**config.mk**
```make
export PLATFORM = sky130hd
export DESIGN_NAME = iob_skid_buf
export DESIGN_NICKNAME = d
export VERILOG_FILES = /design/src/rtl/iob_skid_buf_pkg.sv /design/src/rtl/iob_r.sv /design/src/rtl/iob_skid_buf.sv
export SDC_FILE = /design/constraint.sdc
export NUM_CORES = 1
export LEC_CHECK = 0
export ABC_AREA = 0
export BUFFER_PORTS_ARGS = -buffer_cell sky130_fd_sc_hd__buf_2
export CORE_ASPECT_RATIO = 0.7
export CORE_UTILIZATION = 35
export CTS_CLUSTER_DIAMETER = 150
export CTS_CLUSTER_SIZE = 16
export DETAILED_ROUTE_END_ITERATION = 8
export PLACE_DENSITY = 0.65
export REMOVE_ABC_BUFFERS = 1
export SLEW_MARGIN = 0
export SYNTH_ARGS = -nofsm -noshare
export SYNTH_HDL_FRONTEND = slang
export SYNTH_SLANG_ARGS = --single-unit
```
**constraint.sdc**
```tcl
create_clock -name clk_i -period 4.1 [get_ports clk_i]
set_input_delay 0.41 -clock clk_i [delete_from_list [all_inputs] [get_ports clk_i]]
set_output_delay 0.41 -clock clk_i [all_outputs]
set_load 0.005 [all_outputs]
```
**src/rtl/iob_skid_buf_pkg.sv**
```systemverilog
// Shared encodings for the two-entry skid buffer: FSM state codes and occupancy width.
package iob_skid_buf_pkg;

  localparam int ST_W    = 2;
  localparam int LEVEL_W = 2;

  localparam logic [ST_W-1:0] ST_EMPTY = 2'd0;
  localparam logic [ST_W-1:0] ST_BUSY  = 2'd1;
  localparam logic [ST_W-1:0] ST_FULL  = 2'd2;

endpackage

```
**src/rtl/iob_r.sv**
```systemverilog
// Enabled data register with a parameterised reset value.
// Latency one cycle from en_i to data_o; no handshake, holds while en_i is low.
module iob_r #(
  parameter int                DATA_W  = 32,
  parameter logic [DATA_W-1:0] RST_VAL = '0
) (
  input  logic              clk_i,
  input  logic              arst_i,
  input  logic              en_i,
  input  logic [DATA_W-1:0] data_i,
  output logic [DATA_W-1:0] data_o
);

  always_ff @(posedge clk_i or posedge arst_i) begin
    if (arst_i) begin
      data_o <= RST_VAL;
    end else if (en_i) begin
      data_o <= data_i;
    end
  end

endmodule

```
**src/rtl/iob_skid_buf.sv**
```systemverilog
// Two-entry elastic stage with fully registered s_ready_o/m_valid_o/m_data_o.
// Latency one cycle; absorbs one beat of back-pressure and drops s_ready_o only when both entries are held.
module iob_skid_buf
  import iob_skid_buf_pkg::*;
#(
  parameter int                DATA_W  = 32,
  parameter logic [DATA_W-1:0] RST_VAL = '0
) (
  input  logic               clk_i,
  input  logic               arst_i,
  input  logic               rst_i,
  input  logic               s_valid_i,
  input  logic [DATA_W-1:0]  s_data_i,
  output logic               s_ready_o,
  output logic               m_valid_o,
  output logic [DATA_W-1:0]  m_data_o,
  input  logic               m_ready_i,
  output logic [LEVEL_W-1:0] level_o
);

  logic [ST_W-1:0]   state_q;
  logic [ST_W-1:0]   state_d;
  logic              in_xfer;
  logic              out_xfer;
  logic              main_en;
  logic              main_sel_skid;
  logic              skid_en;
  logic              main_ld;
  logic              skid_ld;
  logic [DATA_W-1:0] main_d;
  logic [DATA_W-1:0] skid_d;
  logic [DATA_W-1:0] skid_q;

  assign in_xfer  = s_valid_i & s_ready_o;
  assign out_xfer = m_valid_o & m_ready_i;

  always_comb begin
    state_d       = state_q;
    main_en       = 1'b0;
    main_sel_skid = 1'b0;
    skid_en       = 1'b0;
    case (state_q)
      ST_EMPTY: begin
        if (in_xfer) begin
          main_en = 1'b1;
          state_d = ST_BUSY;
        end
      end
      ST_BUSY: begin
        case ({in_xfer, out_xfer})
          2'b11: main_en = 1'b1;
          2'b10: begin
            skid_en = 1'b1;
            state_d = ST_FULL;
          end
          2'b01: state_d = ST_EMPTY;
          default: state_d = ST_BUSY;
        endcase
      end
      ST_FULL: begin
        if (out_xfer) begin
          main_en       = 1'b1;
          main_sel_skid = 1'b1;
          state_d       = ST_BUSY;
        end
      end
      default: state_d = ST_EMPTY;
    endcase
  end

  always_ff @(posedge clk_i or posedge arst_i) begin
    if (arst_i) begin
      state_q <= ST_EMPTY;
    end else if (rst_i) begin
      state_q <= ST_EMPTY;
    end else begin
      state_q <= state_d;
    end
  end

  // Flush wins over any handshake by forcing both registers to their reset value.
  assign main_ld = rst_i | main_en;
  assign skid_ld = rst_i | skid_en;
  assign main_d  = rst_i ? RST_VAL : (main_sel_skid ? skid_q : s_data_i);
  assign skid_d  = rst_i ? RST_VAL : s_data_i;

  iob_r #(.DATA_W(DATA_W), .RST_VAL(RST_VAL)) u_main_r (
    .clk_i  (clk_i),
    .arst_i (arst_i),
    .en_i   (main_ld),
    .data_i (main_d),
    .data_o (m_data_o)
  );

  iob_r #(.DATA_W(DATA_W), .RST_VAL(RST_VAL)) u_skid_r (
    .clk_i  (clk_i),
    .arst_i (arst_i),
    .en_i   (skid_ld),
    .data_i (skid_d),
    .data_o (skid_q)
  );

  assign s_ready_o = (state_q == ST_EMPTY) || (state_q == ST_BUSY);
  assign m_valid_o = (state_q == ST_BUSY) || (state_q == ST_FULL);
  assign level_o   = (state_q == ST_FULL) ? LEVEL_W'(2) :
                     (state_q == ST_BUSY) ? LEVEL_W'(1) : LEVEL_W'(0);

endmodule
```
==> results of run 1 <==
==> critical path, delay by kind of cell (launching register included) <==
| kind | cells | cell delay [ps] |
|---|---|---|
| AND/OR/NAND/NOR | 4 | 1570 |
| buffers and inverters | 1 | 110 |
| AO/OA/AOI/OAI | 1 | 250 |
| flip-flops | 1 | 450 |
| adder cells (fa/ha/maj) | 2 | 430 |
==> sequential cells by signal, indices dropped and copies added (netlist names) <==
name and cells:
state_q 2, u_main_r.data_o 32, u_skid_r.data_o 32
==> metal layers <==
metal	part of all wire	global-route usage	up-vias
met5	0	0	-
met4	0.014	0.05844	0
met3	0.083	0.08955	12
met2	0.43	0.2727	92
met1	0.48	0.2566	1273
li1	-	-	1315
==> Yosys cell counts <==
master,count,area share
nand2_4,2,0.0072
a22oi_1,1,0.0024
buf_1,2,0.0024
nand3_1,32,0.052
nor2_1,32,0.039
nand2_1,99,0.12
ha_1,7,0.028
or3_1,2,0.0040
a211oi_1,1,0.0024
nor2b_1,1,0.0020
a21oi_4,1,0.0052
or2_2,1,0.0020
and2_1,2,0.0040
a221o_1,1,0.0032
dfrtp_1,66,0.53
buf_4,1,0.0024
a311oi_1,32,0.090
inv_1,4,0.0048
clkbuf_1,21,0.025
buf_6,3,0.011
buf_2,4,0.0064
a21oi_1,33,0.053
a21oi_2,1,0.0028
==> final cells by class <==
class | count | area (um2) | share of cell area
sequential | 66 | 1652 | 0.4358
tap | 120 | 150.1 | 0.03962
clock buffer | 9 | 225.2 | 0.05943
inverter | 4 | 15.01 | 0.003962
multi-input combinational | 248 | 1295 | 0.3417
timing repair buffer | 77 | 397.9 | 0.1050
clock inverter | 7 | 55.05 | 0.01453
==> stage by stage <==
stage               utilization  hold WS (ps)  instances
floorplan                     -         465.8        318
global placement         0.4106         510.5        515
detailed placement       0.4106         515.9        515
CTS                      0.4434         174.7        531
global route             0.4434         221.5        531
finish                   0.4434         159.1        531
==> kinds of logic (layout without fill, tap and decap cells) <==
logic type / count (synthesis) / after routing / share of synthesized area
compound gates: 70 / 70 / 0.1594
flops: 66 / 66 / 0.5312
fa+ha+maj: 7 / 7 / 0.02817
simple gates: 171 / 171 / 0.2290
buf+inv: 35 / 97 / 0.05232
==> worst max-delay path by stage <==
stage / to / cells after the start / from / slack (ps)
after floorplan: u_main_r.data_o[0]$_DFFE_PP0P_ / 6 / state_q[0]$_DFFE_PP0P_ / 1190
after global placement: state_q[1]$_DFFE_PP0P_ / 8 / state_q[0]$_DFFE_PP0P_ / 1350
after detailed placement: u_skid_r.data_o[26]$_DFFE_PP0P_ / 8 / state_q[0]$_DFFE_PP0P_ / 1260
after CTS: u_skid_r.data_o[26]$_DFFE_PP0P_ / 8 / state_q[0]$_DFFE_PP0P_ / 1210
after global routing: u_main_r.data_o[12]$_DFFE_PP0P_ / 10 / state_q[0]$_DFFE_PP0P_ / 980
final: u_skid_r.data_o[26]$_DFFE_PP0P_ / 8 / state_q[0]$_DFFE_PP0P_ / 1180
==> power breakdown <==
part           leakage, nW  internal (mW)  switching [mW]
clock network        0.132          0.413           0.305
logic                0.763          0.146           0.239
registers            0.888          0.730          0.0462
total                 1.78           1.29           0.590
==> impl_metrics.json, run 1 <==
{
  "route.final.wire_length_um": 8277,
  "worstPathArrival_ps": 3160,
  "finalHoldViolations": 0,
  "postCtsHoldBufs": 0,
  "drc": 0,
  "root_buffer": "clkbuf_16",
  "max-cap-violations": 0,
  "avgSynthCellArea_um2": 8.909,
  "ir_worst_vdd_mv": 0.2064,
  "via_per_inst": 5.070,
  "rsz0062_at_grt": "no",
  "regToRegEndpoint": "u_skid_r.data_o[26]$_DFFE_PP0P_",
  "syn_inst": 349,
  "overflow": 0,
  "io_pins": 73,
  "slew_headroom": 0.1482,
  "power_mw": 1.879,
  "layout-drive-gt1-share": 0.2409,
  "endpoint_kind": "register",
  "cts_setup_buffers": 0,
  "die_w_um": 114.7,
  "finalCriticalPeriod_ps": 2916,
  "dieArea_um2": 9270,
  "finalCritPeriodShare": 0.7113,
  "setup_slack_ps": 1184,
  "p_leak_nw": 1.784,
  "clk_pin_slew_worst_paths_ps": 60,
  "vias": 2692,
  "slew_viol_final": 0,
  "crit_chain": "inv_1 -> ha_1 -> or2_2 -> and2_1 -> ha_1 -> nand2_1 -> nand2_1 -> a21oi_1",
  "clock_latency_ps": 340,
  "gp_routability_congestion": 0.7442,
  "dpl_worst_slack_ps": 1258,
  "final_nets": 450,
  "placed_cell_area_um2": 3510,
  "final_cell_mix": "99 x nand2_1, 72 x buf_2, 66 x dfrtp_1",
  "area_growth_pct": 21.89,
  "cts_max_level": 3,
  "cts_inserted_buffers": 9,
  "row_count": 28,
  "slowest_delay_ps": 920,
  "stdcell_area_um2": 3790,
  "path_max_fanout": 33,
  "grt_pass1_vias": 2518,
  "num_antenna_cells": 0,
  "start_util": 0.3637,
  "r2r_slack_ps": 1180,
  "r2r_start": "state_q[0]$_DFFE_PP0P_",
  "fillerInstances": 871,
  "ys_seq_area_frac": 0.5312,
  "yosys_register_bits": 66,
  "layout_commonest_cell": "nand2_1",
  "io_buffer_count": 72,
  "start_kind": "register",
  "finClkSkew_ps": 7.829,
  "hold_class": "primary input to asynchronous set/reset pin",
  "cts.sinks": 66,
  "powerDensity_nw_per_um2": 495.8,
  "hpwl_um": 5207,
  "yosysUniqueCellTypes": 23,
  "ys_warn_count": 0,
  "grt_pass1_wl_um": 13110,
  "fmax_mhz": 342.9,
  "netlist_area_um2": 3109,
  "worstRegToRegCells": 8,
  "status": "completed",
  "tightest_slew_ps": 1278,
  "setup.worst_path.class": "register to register",
  "cpMaxStageDelayCell": "nand2_1",
  "ant_nets": 0,
  "grt_antenna_before_repair": 0,
  "cts_max_path_buffers": 2,
  "cts_tree": "built",
  "cp.required_ps": 4340,
  "core_area_um2": 8548,
  "dr.pass1.iters": 4,
  "fp.dieH_um": 80.86,
  "track_usage": 0.1912,
  "grt_max_degree": 67,
  "post_cts_resized": 0,
  "fin_tns_setup_ps": 0,
  "setup_viol": 0,
  "wl_per_cell_um": 15.59,
  "drt_iter0_drc": 245
}
No activity file was read; power rests on OpenSTA's default activity.
==> run 2: changes to the inputs <==
Settings changed: ABC_AREA 0 to 1, PLACE_DENSITY 0.65 to 0.66.
Clock period 4.1 ns to 2.5 ns, I/O delays scaled along.
==> run 2 against run 1 <==
Compared with the run above: power grew 91%; fmax grew 31%; utilization grew 0.49 points; critical path depth grew 3; global-route usage grew 0.40 points; combinational power grew to 2.5 times the previous value; highest routed layer unchanged.
==> impl_metrics.json, run 2 <==
{
  "status": "completed",
  "setup.worst_path.class": "register to register",
  "synthFlopType": "dfrtp_1",
  "worstPathArrival_ps": 2460,
  "track_usage": 0.1952,
  "area_growth_pct": 22.25,
  "dr.pass1.iters": 5,
  "crit_chain": "inv_1 -> ha_1 -> nand2_1 -> inv_1 -> ha_1 -> nand2_1 -> nand3_4 -> nand2_4 -> inv_2 -> nand2_1 -> nand2_1",
  "via_per_inst": 5.202,
  "start_kind": "register",
  "dp_cells": 603,
  "start_util": 0.3667,
  "path_delay_family": "simple AND/OR/NAND/NOR gates",
  "post-route-util": 0.4483,
  "holdPathStages": 3,
  "p_leak_nw": 2.257,
  "slowest_delay_ps": 410,
  "core_area_um2": 9216,
  "drt_iter0_drc": 323,
  "netlist_area_um2": 3379,
  "fillerInstances": 921,
  "cts_max_path_buffers": 2,
  "grt_max_degree": 47,
  "finalCritPeriodShare": 0.8917,
  "grt_antenna_before_repair": 0,
  "final_cell_mix": "152 x nand2_1, 99 x nand3_1, 72 x buf_2",
  "yosysMostFrequentCell": "nand2_1",
  "gp_routability_congestion": 0.7740,
  "placed_cell_area_um2": 3819,
  "slew_viol_final": 0,
  "cts.sinks": 66,
  "drc": 0,
  "wl_per_cell_um": 15.07,
  "fmax_mhz": 448.6,
  "route.final.wire_length_um": 9345,
  "rsz0062_at_grt": "no",
  "fin_tns_setup_ps": 0,
  "overflow": 0,
  "layout-drive-gt1-share": 0.2137,
  "io_buffer_count": 72,
  "r2r_start": "state_q[0]$_DFFE_PP0P_",
  "finalHoldViolations": 0,
  "grt_pass1_wl_um": 15170,
  "top_regs": "u_main_r.data_o: 32 flops, u_skid_r.data_o: 32 flops, state_q: 2 flops",
  "regToRegEndpoint": "u_main_r.data_o[21]$_DFFE_PP0P_",
  "async_reset_ff_frac": 1.000,
  "cts_max_level": 3,
  "hp-start": "s_data_i[22]",
  "row_count": 29,
  "clk_pin_slew_worst_paths_ps": 50,
  "dieArea_um2": 10060,
  "num_antenna_cells": 0,
  "endpoint_kind": "register",
  "cts_tree": "built",
  "worstRegToRegCells": 11,
  "ys_warn_count": 0,
  "final_nets": 535,
  "synthTopCellsByArea": "dfrtp_1 49%, nand2_1 17%, nand3_1 15%",
  "ys_seq_area_frac": 0.4887,
  "powerDensity_nw_per_um2": 868.2,
  "cpMostUsedCell": "nand2_1",
  "io_pins": 73,
  "synth_common_cells": "152 x nand2_1, 99 x nand3_1, 66 x dfrtp_1, 31 x a21oi_1, 19 x buf_2",
  "layout_commonest_cell": "nand2_1",
  "syn_inst": 430,
  "setup_viol": 0,
  "finClkSkew_ps": 2.393,
  "ir_worst_vdd_mv": 0.3333,
  "synth_edf_count": 0,
  "path_max_fanout": 33,
  "max-cap-violations": 0,
  "hpwl_um": 5865,
  "vias": 3225,
  "finalNonFillerCells": 620,
  "yosys.area.top_type_share": 0.4887,
  "avgSynthCellArea_um2": 7.859,
  "yosysTopAreaCell": "dfrtp_1",
  "grt_pass1_vias": 2962,
  "root_buffer": "clkbuf_16",
  "cpMaxStageDelayCell": "dfrtp_1",
  "hold_class": "primary input to register",
  "slew_headroom": 0.5608,
  "cp.required_ps": 2730,
  "cts_setup_buffers": 0,
  "r2r_slack_ps": 270,
  "tightest_slew_ps": 657.8,
  "stdcell_area_um2": 4131,
  "cts_inserted_buffers": 9,
  "fp.dieH_um": 84.22,
  "finalCriticalPeriod_ps": 2229,
  "clock_latency_ps": 330,
  "ant_nets": 0,
  "die_w_um": 119.4,
  "yosys_register_bits": 66,
  "hold_end": "u_skid_r.data_o[22]$_DFFE_PP0P_",
  "cp.buffers_inverters": 3,
  "yosysUniqueCellTypes": 20
}
run 2: layout make-up:
cell class              instances  area (um2)  area share
clock buffers                  15       297.8     0.07208
repair buffers                 85       473.0      0.1145
flip-flops and latches         66        1652      0.3998
clock inverters                 1       5.005    0.001211
multi-input cells             316        1500      0.3631
inverters                      13       48.80     0.01181
well taps                     124       155.1     0.03755
run 2: metrics by stage:
| step | worst slack (ps) | hold slack, ps | power (mW) |
|---|---|---|---|
| after global routing | 48.97 | 155.6 | 3.802 |
| final | 270.9 | 156.2 | 3.587 |
| after CTS | 279.3 | 152.6 | 3.616 |
| after detailed placement | 273.7 | 304.5 | 2.351 |
| after global placement | 390.0 | 292.4 | 2.316 |
| after floorplan | 73.82 | 313.1 | 1.906 |
run 2: metal layers:
layer,up-vias,track usage,wire length (um)
met2,129,0.2927,4254
met1,1540,0.2743,4333
li1,1545,-,-
met3,11,0.05707,658
met4,0,0.05455,97
met5,-,0,0
run 2: repair_timing:
action	CTS	global route
endpoints found under the hold margin	21	0
hold buffers	1	0
gates resized for setup	0	0
run 2: cell families (layout without fill, tap and decap cells):
logic type	after synthesis	after routing	synth area share
AOI/OAI and AO/OA	35	35	0.05183
adders and majority gates	7	7	0.02592
buffers and inverters	48	114	0.06813
DFF	66	66	0.4887
and+or+nand+nor	274	274	0.3654
run 2: power by group:
group,switching (mW),internal (mW)
clock network,0.451,0.805
logic,0.634,0.337
registers,0.107,1.25
total,1.19,2.40
run 2: worst max path at each step:
stage,startpoint,to,slack [ps],cells after the start
final,state_q[0]$_DFFE_PP0P_,u_main_r.data_o[21]$_DFFE_PP0P_,270,11
after global routing,state_q[1]$_DFFE_PP0P_,u_main_r.data_o[27]$_DFFE_PP0P_,50,11
after CTS,state_q[0]$_DFFE_PP0P_,u_main_r.data_o[19]$_DFFE_PP0P_,280,11
after detailed placement,state_q[0]$_DFFE_PP0P_,u_main_r.data_o[19]$_DFFE_PP0P_,270,11
after global placement,state_q[0]$_DFFE_PP0P_,u_main_r.data_o[25]$_DFFE_PP0P_,390,11
after floorplan,state_q[0]$_DFFE_PP0P_,state_q[1]$_DFFE_PP0P_,70,8
run 2: worst reg2reg max path, delay by kind of cell, from the launching register on:
family	cells	cell delay, ps
simple gates	6	810
flops	1	410
fa+ha+maj	2	510
buf+inv	3	380
==> run 3: changes to the inputs <==
Settings changed: PLACE_DENSITY 0.66 to 0.64.
Clock period 2.5 ns to 2.7 ns, I/O delays scaled along.
==> run 3 against run 2 <==
Compared with the run above: the run now ends with negative hold slack left; fmax fell by 4.8%; sequential cell count is the same; sequential share of layout area up 0.16 points; clock skew up 1.8 ps; global-route usage is 0.90 points higher; sequential power fell by 7%; register-to-register slack improved by 90 ps; combinational power fell by 7.2%; count of clock-buffer cells in the layout fell by 2; via count about the same; largest cell class unchanged.
==> impl_metrics.json, run 3 (same netlist as run 2, synthesis figures left out) <==
{
  "status": "complete, but fails checks",
  "failed_checks": "negative hold slack",
  "cts_tree": "built",
  "gp_routability_congestion": 0.8298,
  "power_mw": 3.355,
  "finalHoldViolations": 21,
  "cts_setup_buffers": 0,
  "multi_input_area_um2": 1506,
  "fmax_mhz": 427.2,
  "switchingPower_mw": 1.105,
  "powerDensity_nw_per_um2": 815.2,
  "hold_class": "primary input to asynchronous set/reset pin",
  "use_met3": 0.04688,
  "fp.dieH_um": 84.22,
  "internal-power_mw": 2.250,
  "cts_max_path_buffers": 2,
  "final_nets": 532,
  "slew_viol_final": 0,
  "finClkSkew_ps": 4.241,
  "ant_nets": 0,
  "max-cap-violations": 0,
  "via_per_inst": 5.231,
  "p_leak_nw": 2.247,
  "slowest_delay_ps": 420,
  "fin_tns_setup_ps": 0,
  "die_w_um": 119.4,
  "route.final.wire_length_um": 9612,
  "overflow": 0,
  "area_growth_pct": 21.77,
  "core_area_um2": 9216,
  "crit_chain": "inv_1 -> ha_1 -> inv_1 -> a21oi_1 -> ha_1 -> nand2_1 -> nand3_4 -> nand2_8 -> inv_2 -> nand2_1 -> nand2_1",
  "area.sequential_um2": 1652,
  "r2r_start": "state_q[0]$_DFFE_PP0P_",
  "fillerInstances": 930,
  "drc": 0,
  "wl_per_cell_um": 15.60,
  "ir_worst_vdd_mv": 0.3781,
  "dieArea_um2": 10060,
  "hpwl_um": 5929,
  "grt_max_degree": 44,
  "clock_latency_ps": 320,
  "switching_share": 0.3294,
  "worstRegToRegCells": 11,
  "grt_pass1_wl_um": 16100,
  "finalCriticalPeriod_ps": 2341,
  "grt_antenna_before_repair": 0,
  "top_regs": "u_main_r.data_o: 32 flops, u_skid_r.data_o: 32 flops, state_q: 2 flops",
  "grt_pass1_vias": 3144,
  "grt_use_met1": 0.3017,
  "cts.sinks": 66,
  "setup.worst_path.class": "register to register",
  "clockPowerShare": 0.355,
  "combPwrFrac": 0.268,
  "path_max_fanout": 33,
  "final_cell_mix": "152 x nand2_1, 99 x nand3_1, 72 x buf_2",
  "root_buffer": "clkbuf_16",
  "layout_commonest_cell": "nand2_1",
  "drt_iter0_drc": 274,
  "cpMaxStageDelayCell": "dfrtp_1",
  "grt_busiest_layer": "met2",
  "whs_ps": -10.58,
  "tightest_slew_ps": 685.4,
  "dr.pass1.iters": 4,
  "rsz0062_at_grt": "no",
  "slew_headroom": 0.5424,
  "cts_inserted_buffers": 9,
  "worstPathArrival_ps": 2600,
  "vias": 3222,
  "row_count": 29,
  "finalCritPeriodShare": 0.8669,
  "start_util": 0.3667,
  "seq_power_share": 0.376,
  "cp.required_ps": 2960,
  "num_antenna_cells": 0,
  "critPathLaunch": "state_q[0]$_DFFE_PP0P_",
  "endpoint_kind": "register",
  "clk_pin_slew_worst_paths_ps": 60,
  "io_buffer_count": 72,
  "setup_viol": 0,
  "io_pins": 73,
  "met2_usage": 0.3027,
  "start_kind": "register",
  "cpMostUsedCell": "nand2_1",
  "track_usage": 0.2043,
  "layout-drive-gt1-share": 0.2073,
  "cts_max_level": 3
}
## run 3: cell count changes in the layout (fill, tap and decap cells not counted)
cell and change:
bufinv_16 +1, nand2_4 -1, nand2_8 +1, dlygate4sd3_1 -1
ha_1 +1, clkbuf_8 -2, buf_4 -2, ha_2 -1
## run 3: area by class of cell
cell class	count	area share
clock buffers	13	0.06567
clock inverters	2	0.008513
inverters	13	0.01186
multi-input cells	316	0.3661
flip-flops and latches	66	0.4013
well taps	124	0.03770
repair buffers	82	0.1088
## run 3: path summary, 6_finish.rpt
path | to | slack (ps)
hold / removal | u_main_r.data_o[20]$_DFFE_PP0P_ | -10
max in group asynchronous | u_skid_r.data_o[24]$_DFFE_PP0P_ | 1970
min in group clk_i | u_skid_r.data_o[22]$_DFFE_PP0P_ | 190
setup reg to reg | u_main_r.data_o[18]$_DFFE_PP0P_ | 360
setup / recovery | u_main_r.data_o[18]$_DFFE_PP0P_ | 360
hold reg to reg | u_main_r.data_o[3]$_DFFE_PP0P_ | 500
## run 3: power by group through the flow
stage	logic, mW	clock network, mW	registers (mW)
after CTS	0.895	1.21	1.26
after detailed placement	0.889	0	1.28
after global routing	1.02	1.25	1.28
after floorplan	0.497	0	1.27
after global placement	0.864	0	1.27
final	0.901	1.19	1.26
## run 3: repair_timing
item,CTS,global route
endpoints found under the setup margin,0,1
hold buffers,0,0
resized for setup,0,1
## run 3: worst max-delay path, delay by kind of cell (launching register included)
family	cells	cell delay, ps
buffers and inverters	3	480
flip-flops	1	420
adder cells (fa/ha/maj)	2	430
AND/OR/NAND/NOR	5	750
AO/OA/AOI/OAI	1	190
## run 3: metal layers
layer | routed length (um) | part of all wire
met4 | 59 | 0.0061
met3 | 538 | 0.056
met2 | 4215 | 0.44
met5 | 0 | 0
met1 | 4799 | 0.50
## run 3: per-stage QoR
| step | worst slack (ps) | util | instances | instance area, um2 |
|---|---|---|---|---|
| 2_1_floorplan | 273.8 | - | 395 | 3198 |
| 3_3_place_gp | 383.2 | 0.4124 | 601 | 3801 |
| 3_5_place_dp | 269.7 | 0.4124 | 601 | 3801 |
| 4_1_cts | 261.0 | 0.4456 | 616 | 4106 |
| 5_1_grt | 125.1 | 0.4465 | 616 | 4115 |
| 6_report | 359.4 | 0.4465 | 616 | 4115 |
